### config.mk
export PLATFORM = sky130hd
export DESIGN_NAME = rr_alloc_ctrl
export DESIGN_NICKNAME = d
export VERILOG_FILES = /design/src/rtl/rr_alloc_ctrl.sv
export SDC_FILE = /design/constraint.sdc
export NUM_CORES = 1
export LEC_CHECK = 0
export CORE_ASPECT_RATIO = 1.5
export CORE_UTILIZATION = 28
export CTS_BUF_LIST = sky130_fd_sc_hd__clkbuf_4
export CTS_CLUSTER_DIAMETER = 80
export CTS_CLUSTER_SIZE = 25
export DETAILED_ROUTE_END_ITERATION = 12
export DONT_BUFFER_PORTS = 1
export PLACE_DENSITY_LB_ADDON = 0.3
export SYNTH_ARGS = -nofsm -noshare
export SYNTH_HDL_FRONTEND = slang
export SYNTH_SLANG_ARGS = --single-unit
### constraint.sdc
create_clock -name clk -period 6.9 [get_ports clk]
set_input_delay 1.38 -clock clk [delete_from_list [all_inputs] [get_ports clk]]
set_output_delay 1.38 -clock clk [all_outputs]
set_load 0.005 [all_outputs]
### src/rtl/rr_alloc_ctrl.sv
// Row-redundancy allocation controller: matches incoming faulty rows against
// four spare-row registers and assigns uncovered faults to the lowest free spare.
module rr_alloc_ctrl #(
    parameter int ADDR_W = 10,
    parameter int BLK_W  = 2,
    localparam int W     = ADDR_W + BLK_W
) (
    input  logic         clk,
    input  logic         rst,
    input  logic         clear,
    input  logic         fault_valid,
    output logic         fault_ready,
    input  logic [W-1:0] fault_addr,
    input  logic         test_end,
    output logic [W-1:0] RRx1,
    output logic [W-1:0] RRx2,
    output logic [W-1:0] RRx3,
    output logic [W-1:0] RRx4,
    output logic [3:0]   RLSS,
    output logic [7:0]   hit_cnt,
    output logic         busy,
    output logic         done,
    output logic         unrepairable
);

    typedef enum logic [2:0] {
        ST_IDLE,
        ST_CHECK,
        ST_ALLOC,
        ST_DONE,
        ST_FAIL
    } state_t;

    state_t       state_q, state_d;
    logic [W-1:0] npr_q, npr_d;
    logic [W-1:0] rrx_q [4];
    logic [W-1:0] rrx_d [4];
    logic [3:0]   rlss_q, rlss_d;
    logic [7:0]   hit_cnt_q, hit_cnt_d;
    logic [3:0]   match;
    logic         hit;
    logic [1:0]   free_idx;
    logic         do_clear;

    // Unused spares hold 0; the in-use flag gates the compare so they never match.
    genvar gi;
    generate
        for (gi = 0; gi < 4; gi++) begin : g_match
            assign match[gi] = rlss_q[gi] && (rrx_q[gi] == npr_q);
        end
    endgenerate

    assign hit = |match;

    always_comb begin
        free_idx = 2'd0;
        for (int i = 3; i >= 0; i--) begin
            if (!rlss_q[i]) free_idx = 2'(i);
        end
    end

    assign fault_ready = (state_q == ST_IDLE) && !test_end;
    assign do_clear    = clear && ((state_q == ST_IDLE) || (state_q == ST_DONE) ||
                                   (state_q == ST_FAIL));

    always_comb begin
        state_d   = state_q;
        npr_d     = npr_q;
        rrx_d     = rrx_q;
        rlss_d    = rlss_q;
        hit_cnt_d = hit_cnt_q;
        if (do_clear) begin
            state_d   = ST_IDLE;
            npr_d     = '0;
            rlss_d    = '0;
            hit_cnt_d = '0;
            for (int i = 0; i < 4; i++) rrx_d[i] = '0;
        end else begin
            case (state_q)
                ST_IDLE: begin
                    if (test_end) begin
                        state_d = ST_DONE;
                    end else if (fault_valid) begin
                        npr_d   = fault_addr;
                        state_d = ST_CHECK;
                    end
                end
                ST_CHECK: begin
                    if (hit) begin
                        if (hit_cnt_q != 8'hFF) hit_cnt_d = hit_cnt_q + 8'd1;
                        state_d = ST_IDLE;
                    end else if (rlss_q != 4'b1111) begin
                        state_d = ST_ALLOC;
                    end else begin
                        state_d = ST_FAIL;
                    end
                end
                ST_ALLOC: begin
                    rrx_d[free_idx]  = npr_q;
                    rlss_d[free_idx] = 1'b1;
                    state_d          = ST_IDLE;
                end
                default: ;
            endcase
        end
    end

    always_ff @(posedge clk or posedge rst) begin
        if (rst) begin
            state_q   <= ST_IDLE;
            npr_q     <= '0;
            rlss_q    <= '0;
            hit_cnt_q <= '0;
        end else begin
            state_q   <= state_d;
            npr_q     <= npr_d;
            rlss_q    <= rlss_d;
            hit_cnt_q <= hit_cnt_d;
        end
    end

    generate
        for (gi = 0; gi < 4; gi++) begin : g_slot
            always_ff @(posedge clk or posedge rst) begin
                if (rst) rrx_q[gi] <= '0;
                else     rrx_q[gi] <= rrx_d[gi];
            end
        end
    endgenerate

    assign RRx1         = rrx_q[0];
    assign RRx2         = rrx_q[1];
    assign RRx3         = rrx_q[2];
    assign RRx4         = rrx_q[3];
    assign RLSS         = rlss_q;
    assign hit_cnt      = hit_cnt_q;
    assign busy         = (state_q == ST_CHECK) || (state_q == ST_ALLOC);
    assign done         = (state_q == ST_DONE);
    assign unrepairable = (state_q == ST_FAIL);

endmodule

; ---- After elaboration in Yosys (flattened, before gate mapping)
; Cells that the tools add are included.
[word_totals]
elab_cells = 78
in_bits = 17
register_bits = 75
[classes]
eq_ne = 12
addsub = 1
muxes = 27
reduce_logical = 24
order_cmp = 4
bitwise_logic = 2
[ops]
columns = cell, n
row1 = 48-bit two-way mux, 2
row2 = 12-bit two-way mux, 5
row3 = 48-bit bitwise mux, 1
row4 = 12-bit equality test, 4
row5 = 8-bit two-way mux, 4
row6 = 12-bit demux with 2-bit select, 1
row7 = 3-bit two-way mux, 5
row8 = 2-bit nonzero test, 6
row9 = 3-bit case mux with 3 select lines, 1
row10 = 8-bit by 1-bit adder with 8-bit output (second input constant), 1
row11 = 1-bit logical AND, 8
row12 = 2-bit two-way mux, 4
row13 = 4-bit two-way mux, 2
row14 = 4-bit != test (second input constant), 2
row15 = 8-bit != test (second input constant), 1
row16 = 3-bit by 2-bit equality test with 1-bit output (second input constant), 2
row17 = 3-bit AND reduction, 2
row18 = 4-bit bitwise OR, 1
row19 = 4-bit nonzero test, 1
row20 = 4-bit OR reduction, 1
row21 = 3-bit by 1-bit equality test with 1-bit output (second input constant), 1
row22 = 3-bit equality test (second input constant), 1
row23 = 3-bit greater-or-equal comparator (second input constant), 1
row24 = 3-bit logical NOT, 1
row25 = 10 further kinds, 12

; ---- Depth between registers and ports, before layout
; Gate-level depths: netlist of the first run.
[logic_depth]
ltp_word = 12
mapped_depth = 8
mapped_depth_nobuf = 6

; ---- Worst setup path before layout of the first run
; OpenSTA, ideal clock, no wires.
[synth_timing]
path_kind = in2out
from = in test_end
to = out fault_ready
required_ps = 5520
arrival_ps = 1662
path_buffers = 0
stages = 1
slack_ps = 3858
path_cell_list = nor4_1
[synth_via]
elab_chain_cells = 2
[synth_lines]
columns = item, line_no
row1 = start: declaration, 14  ; input logic test_end,
row2 = 1-bit logical NOT, 62  ; assign fault_ready = (state_q == ST_IDLE) && !test_end;
row3 = 1-bit logical AND, 62
row4 = end: declaration, 12  ; output logic fault_ready,
; No other way between the ends.

; ---- Worst setup path after layout of the first run
; Same ends and word-level chain as after synthesis.

==> results.ini, run 1 <==
[power]
p_per_area_nw_per_um2 = 200
peakVddDrop_v = 0.0000681
leakagePower_nw = 1.76

[worst_setup_path]
rrSetupSlack_ns = 4.41
ff2ff_path_depth = 7
crit_family = simple AND/OR/NAND/NOR gates
r2r-end = hit_cnt[7]$_DFFE_PP0P_
crit-reg2reg-launch = npr_q[4]$_DFFE_PP0P_
arrival_ns = 1.70
cp_data_required_time_ns = 5.52
crit_buf_inv = 0
crit_chain = nor4_1
cp_slowest_cell = nor4_1
path_max_fanout = 3
critical_path.max_stage_delay_ns = 0.32
criticalPathCategory = primary input to primary output
crit_path_start_kind = primary input
cp-end-kind = primary output

[sta]
skew_ns = 0.0163
setup_tns_ns = 0
finalWorstPathRequiredPeriod_ns = 3.08
period_share_pct = 44.7
slew_viol_final = 0
hold_viol = 0
hold-worst-slack_ns = 0.594
fmax_ghz = 0.324
finalSetupViolations = 0
rsz0062_at_grt = false
setup_ws_ns = 3.82
max_slew_margin_pct = 26.9
worst_pin_slew_ns = 1.09

[clock_tree]
ctsHoldBuffers = 0
clockBufferDepth = 2
cts_made_buffers = 9
clk_pin_slew_ns = 0.12
cts_root_buf = clkbuf_4
post_cts_buffers = 0
cts_tree = yes
clock_latency_ns = 0.45
h-tree-depth = 3
cts_sinks = 75
cts_resized = 0

[placed_design]
post-place-ws_ns = 3.83
port_buffers = 0
routabilityCongestion = 0.744
hpwl_um = 7310

[synthesis]
syn_nets = 405
ys_seq_area_share_pct = 47.7
synth_area_um2 = 3940
synth_top_area_cell = dfrtp_1
netlist.area_leader.share_pct = 47.7
syn_area_per_cell_um2 = 10.2
ys_seq_elements = 75
ys_warn_count = 0
synth_area_leaders = dfrtp_1 (48%), mux2i_1 (12%), xnor2_1 (10%)
yosysUniqueCellTypes = 40
syn_inst = 387

[route]
wl_per_cell_um = 19.2
drt_iter0_markers = 161
firstDrtPassIters = 5
drc = 0
viasPerCell = 4.96
routed_wl_um = 10400
vias = 2676
final_antenna_net_count = 0

[global_route]
overflow = 0
antenna_found_initial = 1
grt_max_degree = 76
grt_pass1_wl_um = 16100
grt_pass1_vias = 2660
track_usage_pct = 15.0

[worst_hold_path]
min_from = RRx2[5]$_DFFE_PP0P_
whs_endpoint = RRx2[5]$_DFFE_PP0P_
min_path_type = flop to flop
holdPathStages = 2

[job]
cap_viol_max_count = 0

[floorplanning]
die_x_um = 98.8
die_area_um2 = 14500
io_pins = 81
initial_core_util_pct = 28.9
coreArea_um2 = 13600
die_h_um = 147
std_cell_rows = 52

[layout]
nFillCells = 1414
drive_gt1_share_pct = 8.24
nNetsFinal = 390
syn_to_final_growth_pct = 4.67

[status]
status = completed

-- registers in the layout, indices dropped and copies added (netlist names) --
signal	count
RRx1	12
RRx2	12
RRx3	12
RRx4	12
npr_q	12
hit_cnt	8
RLSS	4
state_q	3
-- metal layers --
layer	track usage, %	routed length (µm)	vias to the layer above
li1	-	-	1275
met1	16.4	4060	1330
met2	26.4	5470	62
met3	4.61	682	9
met4	6.49	144	0
met5	0	0	-
-- synth_stat cells --
| library cell | instances |
|---|---|
| dfrtp_1 | 75 |
| ha_1 | 1 |
| o21ai_1 | 3 |
| xnor2_1 | 45 |
| nor4_2 | 4 |
| and2_1 | 1 |
| mux2i_1 | 48 |
| a2111o_1 | 1 |
| a21oi_1 | 24 |
| nand4_1 | 11 |
| a21o_1 | 1 |
| o31ai_1 | 4 |
| a22o_1 | 1 |
| or4b_1 | 1 |
| nor2_2 | 1 |
| nand3b_1 | 1 |
| a31o_1 | 1 |
| nand2_1 | 32 |
| buf_6 | 8 |
| o21ai_0 | 4 |
| nor4_1 | 2 |
| clkbuf_1 | 13 |
| buf_2 | 2 |
| a2111oi_2 | 1 |
| buf_4 | 8 |
| and3_1 | 1 |
| nor3_2 | 1 |
| nor3_1 | 2 |
| inv_2 | 1 |
| nor4_4 | 1 |
| clkinv_1 | 1 |
| nand4b_1 | 1 |
| xor2_1 | 4 |
| inv_1 | 7 |
| nand3_1 | 12 |
| nor2_1 | 56 |
| or4_1 | 3 |
| o41ai_1 | 1 |
| o22ai_1 | 1 |
| or3_1 | 2 |
-- worst reg2reg max path: cells and delay by family (launching register included) --
family | cells | cell delay (ns)
xor gates and xnor gates | 1 | 0.18
AOI/OAI and AO/OA | 2 | 0.26
DFF | 1 | 0.73
and+or+nand+nor | 3 | 1.05
buffers and inverters | 1 | 0.21
-- through the flow --
step                cell area [µm²]  util (%)  power, mW  cells
global route                   4120      30.3      0.865    539
detailed placement             3980      29.3      0.560    523
floorplan                      3940         -      0.542    387
CTS                            4120      30.3      0.838    538
finish                         4120      30.3      0.825    539
global placement               3980      29.3      0.558    523
-- layout make-up --
cell class                 count  area [µm²]  area share, %
clock buffer                   9        67.6           1.64
tap                          162         203           4.92
sequential                    75        1880           45.6
timing repair buffer           5        37.5          0.911
multi-input combinational    272        1830           44.5
inverter                       9        33.8          0.820
antenna                        1        2.50         0.0607
clock inverter                 6        66.3           1.61
-- cells in the final DEF, fill, tap and decap left out, types with 2 or more instances in the layout --
cell,instances
a21oi_1,24
buf_4,5
clkbuf_4,9
clkinv_2,2
clkinv_4,2
dfrtp_1,75
inv_1,6
inv_2,2
mux2i_1,48
nand2_1,32
nand3_1,12
nand4_1,11
nor2_1,55
nor3_1,2
nor4_1,2
nor4_2,3
nor4_4,2
o21ai_0,4
o21ai_1,3
o31ai_1,4
or3_1,2
or4_1,3
xnor2_1,45
xor2_1,4
-- report_power, final --
part | total, mW | switching, mW | internal [mW]
Sequential | 0.494 | 0.0347 | 0.459
Clock | 0.277 | 0.167 | 0.110
Combinational | 0.0553 | 0.0290 | 0.0263
Total | 0.825 | 0.230 | 0.595
-- worst max-delay path by stage --
| stage | start | endpoint | slack [ns] | depth (start not counted) |
|---|---|---|---|---|
| global placement | test_end | fault_ready | 3.82 | 1 |
| finish | test_end | fault_ready | 3.82 | 1 |
| floorplan | rst | RLSS[0]$_DFFE_PP0P_ | 3.61 | 1 |
| global route | test_end | fault_ready | 3.80 | 1 |
| detailed placement | test_end | fault_ready | 3.83 | 1 |
| CTS | test_end | fault_ready | 3.82 | 1 |
-- kinds of logic after synthesis --
| family | Yosys count | synth area share (%) |
|---|---|---|
| flip-flops | 75 | 47.7 |
| AND/OR/NAND/NOR | 132 | 16.3 |
| AO/OA/AOI/OAI | 42 | 6.39 |
| multiplexers | 48 | 12.2 |
| adder cells (fa/ha/maj) | 1 | 0.318 |
| XOR/XNOR | 49 | 10.9 |
| buffers and inverters | 40 | 6.17 |
Power figures use the tool's default switching activity.
==> inputs of run 2 (changes only) <==
clock period = 3.2 ns   (was 6.9 ns; I/O delays follow)
==> results.ini, run 2 (synthesis gave the netlist of run 1 again) <==
[status]
status = completed

[route]
drt_iter0_markers = 85  ; -47%
final_antenna_net_count = 0  ; unchanged
routed_wl_um = 11100  ; +7.2%
vias = 2723  ; +1.8%
firstDrtPassIters = 4  ; -1
drc = 0  ; unchanged
viasPerCell = 5.02  ; +1.2%
wl_per_cell_um = 20.5  ; +6.6%

[worst_setup_path]
criticalPathCategory = flop to flop
crit_buf_inv = 1  ; +1
crit_start = npr_q[8]$_DFFE_PP0P_
crit_path_start_kind = flop
endpoint = hit_cnt[7]$_DFFE_PP0P_
cp_data_required_time_ns = 3.58  ; -1.94 ns
cp-end-kind = flop
r2r-end = hit_cnt[7]$_DFFE_PP0P_
critical_path.max_stage_delay_ns = 0.71  ; +0.39 ns
rrSetupSlack_ns = 0.69  ; -3.72 ns
crit_chain = xnor2_1 > nand4_1 > nor4_2 > a2111oi_2 > buf_4 > or4b_1 > a21oi_1
ff2ff_path_depth = 7  ; unchanged
cp_slowest_cell = dfrtp_1
cp.depth = 7  ; +6
crit-reg2reg-launch = npr_q[8]$_DFFE_PP0P_
path_max_fanout = 14  ; +11
arrival_ns = 2.88  ; +1.18 ns
crit_family = simple AND/OR/NAND/NOR gates

[layout]
nNetsFinal = 392  ; +0.51%
mostFrequentLayoutCells = dfrtp_1 (75), nor2_1 (55), mux2i_1 (48), xnor2_1 (45), nand2_1 (32)
syn_to_final_growth_pct = 5.75
drive_gt1_share_pct = 8.97  ; +0.73 points
regArea_um2 = 1880  ; unchanged
layout_commonest_cell = dfrtp_1
nFillCells = 1414  ; unchanged
multi_input_area_um2 = 1830  ; unchanged

[power]
p_per_area_nw_per_um2 = 430  ; +110%
intPower_mw = 1.30  ; +120%
leakagePower_nw = 1.78  ; +1.3%
pwr-share-seq_pct = 59.6  ; -0.2 points
switching_share_pct = 27.3  ; -0.62 points
peakVddDrop_v = 0.000213  ; +210%
comb_power_share_pct = 7.0  ; +0.3 points
p_clk_share_pct = 33.4  ; about the same
p_switching_mw = 0.489  ; +110%

[clock_tree]
cts_tree = yes
cts_resized = 0  ; unchanged
post_cts_buffers = 0  ; unchanged
clockBufferDepth = 2  ; unchanged
h-tree-depth = 3  ; unchanged
ctsHoldBuffers = 0  ; unchanged
cts_root_buf = clkbuf_4
clk_pin_slew_ns = 0.13  ; about the same
cts_made_buffers = 9  ; unchanged
clock_latency_ns = 0.44  ; about the same
cts_sinks = 75  ; unchanged

[placed_design]
routabilityCongestion = 0.779  ; +4.7%
post-place-ws_ns = 0.738  ; -3.09 ns
hpwl_um = 8140  ; +11%
port_buffers = 0  ; unchanged

[sta]
hold_viol = 0  ; unchanged
setup_tns_ns = 0  ; unchanged
fmax_ghz = 0.399
max_slew_margin_pct = 42.7  ; +16 points
setup_ws_ns = 0.694  ; -3.12 ns
worst_pin_slew_ns = 0.858  ; -0.230 ns
period_share_pct = 78.3
finalSetupViolations = 0  ; unchanged
rsz0062_at_grt = false
skew_ns = 0.0255  ; +0.00925 ns
finalWorstPathRequiredPeriod_ns = 2.51
slew_viol_final = 0  ; unchanged

[global_route]
track_usage_pct = 16.1  ; +1.1 points
grt_pass1_wl_um = 17200  ; +6.9%
antenna_found_initial = 1  ; unchanged
grt_max_degree = 47  ; -38%
overflow = 0  ; unchanged
grt_pass1_vias = 2794  ; +5.0%

[floorplanning]
die_x_um = 98.8  ; unchanged
die_area_um2 = 14500  ; unchanged
initial_core_util_pct = 28.9  ; unchanged
coreArea_um2 = 13600  ; unchanged
std_cell_rows = 52  ; unchanged
die_h_um = 147  ; unchanged
io_pins = 81  ; unchanged

[worst_hold_path]
min_path_type = primary input to asynchronous set/reset pin

[job]
cap_viol_max_count = 0  ; unchanged

==> run 2: cell types whose count changed in the layout (fill, tap and decap cells not counted), sizes merged <==
cell    before  now
inv          9    8
clkbuf       9   11
buf          5    7
==> run 2: layout make-up <==
| type | count | share of cell area, % |
|---|---|---|
| multi-input combinational | 272 | 44.0 |
| antenna | 1 | 0.0601 |
| inverter | 9 | 0.812 |
| sequential | 75 | 45.1 |
| timing repair buffer | 7 | 1.86 |
| clock inverter | 5 | 1.29 |
| tap | 162 | 4.87 |
| clock buffer | 11 | 1.98 |
==> run 2: worst reg2reg max path, delay by kind of cell (launching register included) <==
kind	cells	cell delay, ns
flip-flops	1	0.71
AND/OR/NAND/NOR	3	1.08
buffers and inverters	1	0.20
XOR/XNOR	1	0.20
AO/OA/AOI/OAI	2	0.27
==> run 2: routing by layer <==
layer  part of all wire, %  GRT usage (%)  up-vias
met1                    38           17.5     1347
met5                     0              0        -
li1                      -              -     1288
met4                   2.2           6.57        0
met2                    53           28.0       71
met3                   7.0           5.66       17
==> run 2: worst min-delay path by stage <==
stage	endpoint	cells past startpoint	slack, ns
after CTS	RRx1[10]$_DFFE_PP0P_	1	0.18
after global routing	RRx4[9]$_DFFE_PP0P_	1	0.23
after detailed placement	hit_cnt[4]$_DFFE_PP0P_	2	0.58
final	RRx1[10]$_DFFE_PP0P_	1	0.20
after floorplan	hit_cnt[7]$_DFFE_PP0P_	2	0.55
after global placement	hit_cnt[6]$_DFFE_PP0P_	2	0.57
==> run 2: per-stage QoR <==
step | hold slack, ns | instances | util [%] | area, µm² | power [mW]
floorplan | 0.549 | 387 | - | 3940 | 1.17
global placement | 0.570 | 525 | 29.6 | 4020 | 1.22
detailed placement | 0.576 | 525 | 29.6 | 4020 | 1.22
CTS | 0.182 | 541 | 30.6 | 4160 | 1.82
global route | 0.233 | 542 | 30.6 | 4160 | 1.87
finish | 0.203 | 542 | 30.6 | 4160 | 1.79
==> run 2: power groups by stage <==
stage | Sequential, mW | Combinational [mW] | Clock, mW
after detailed placement | 1.09 | 0.128 | 0
after global placement | 1.09 | 0.128 | 0
after global routing | 1.08 | 0.145 | 0.653
after floorplan | 1.05 | 0.121 | 0
after CTS | 1.07 | 0.129 | 0.618
final | 1.07 | 0.126 | 0.598
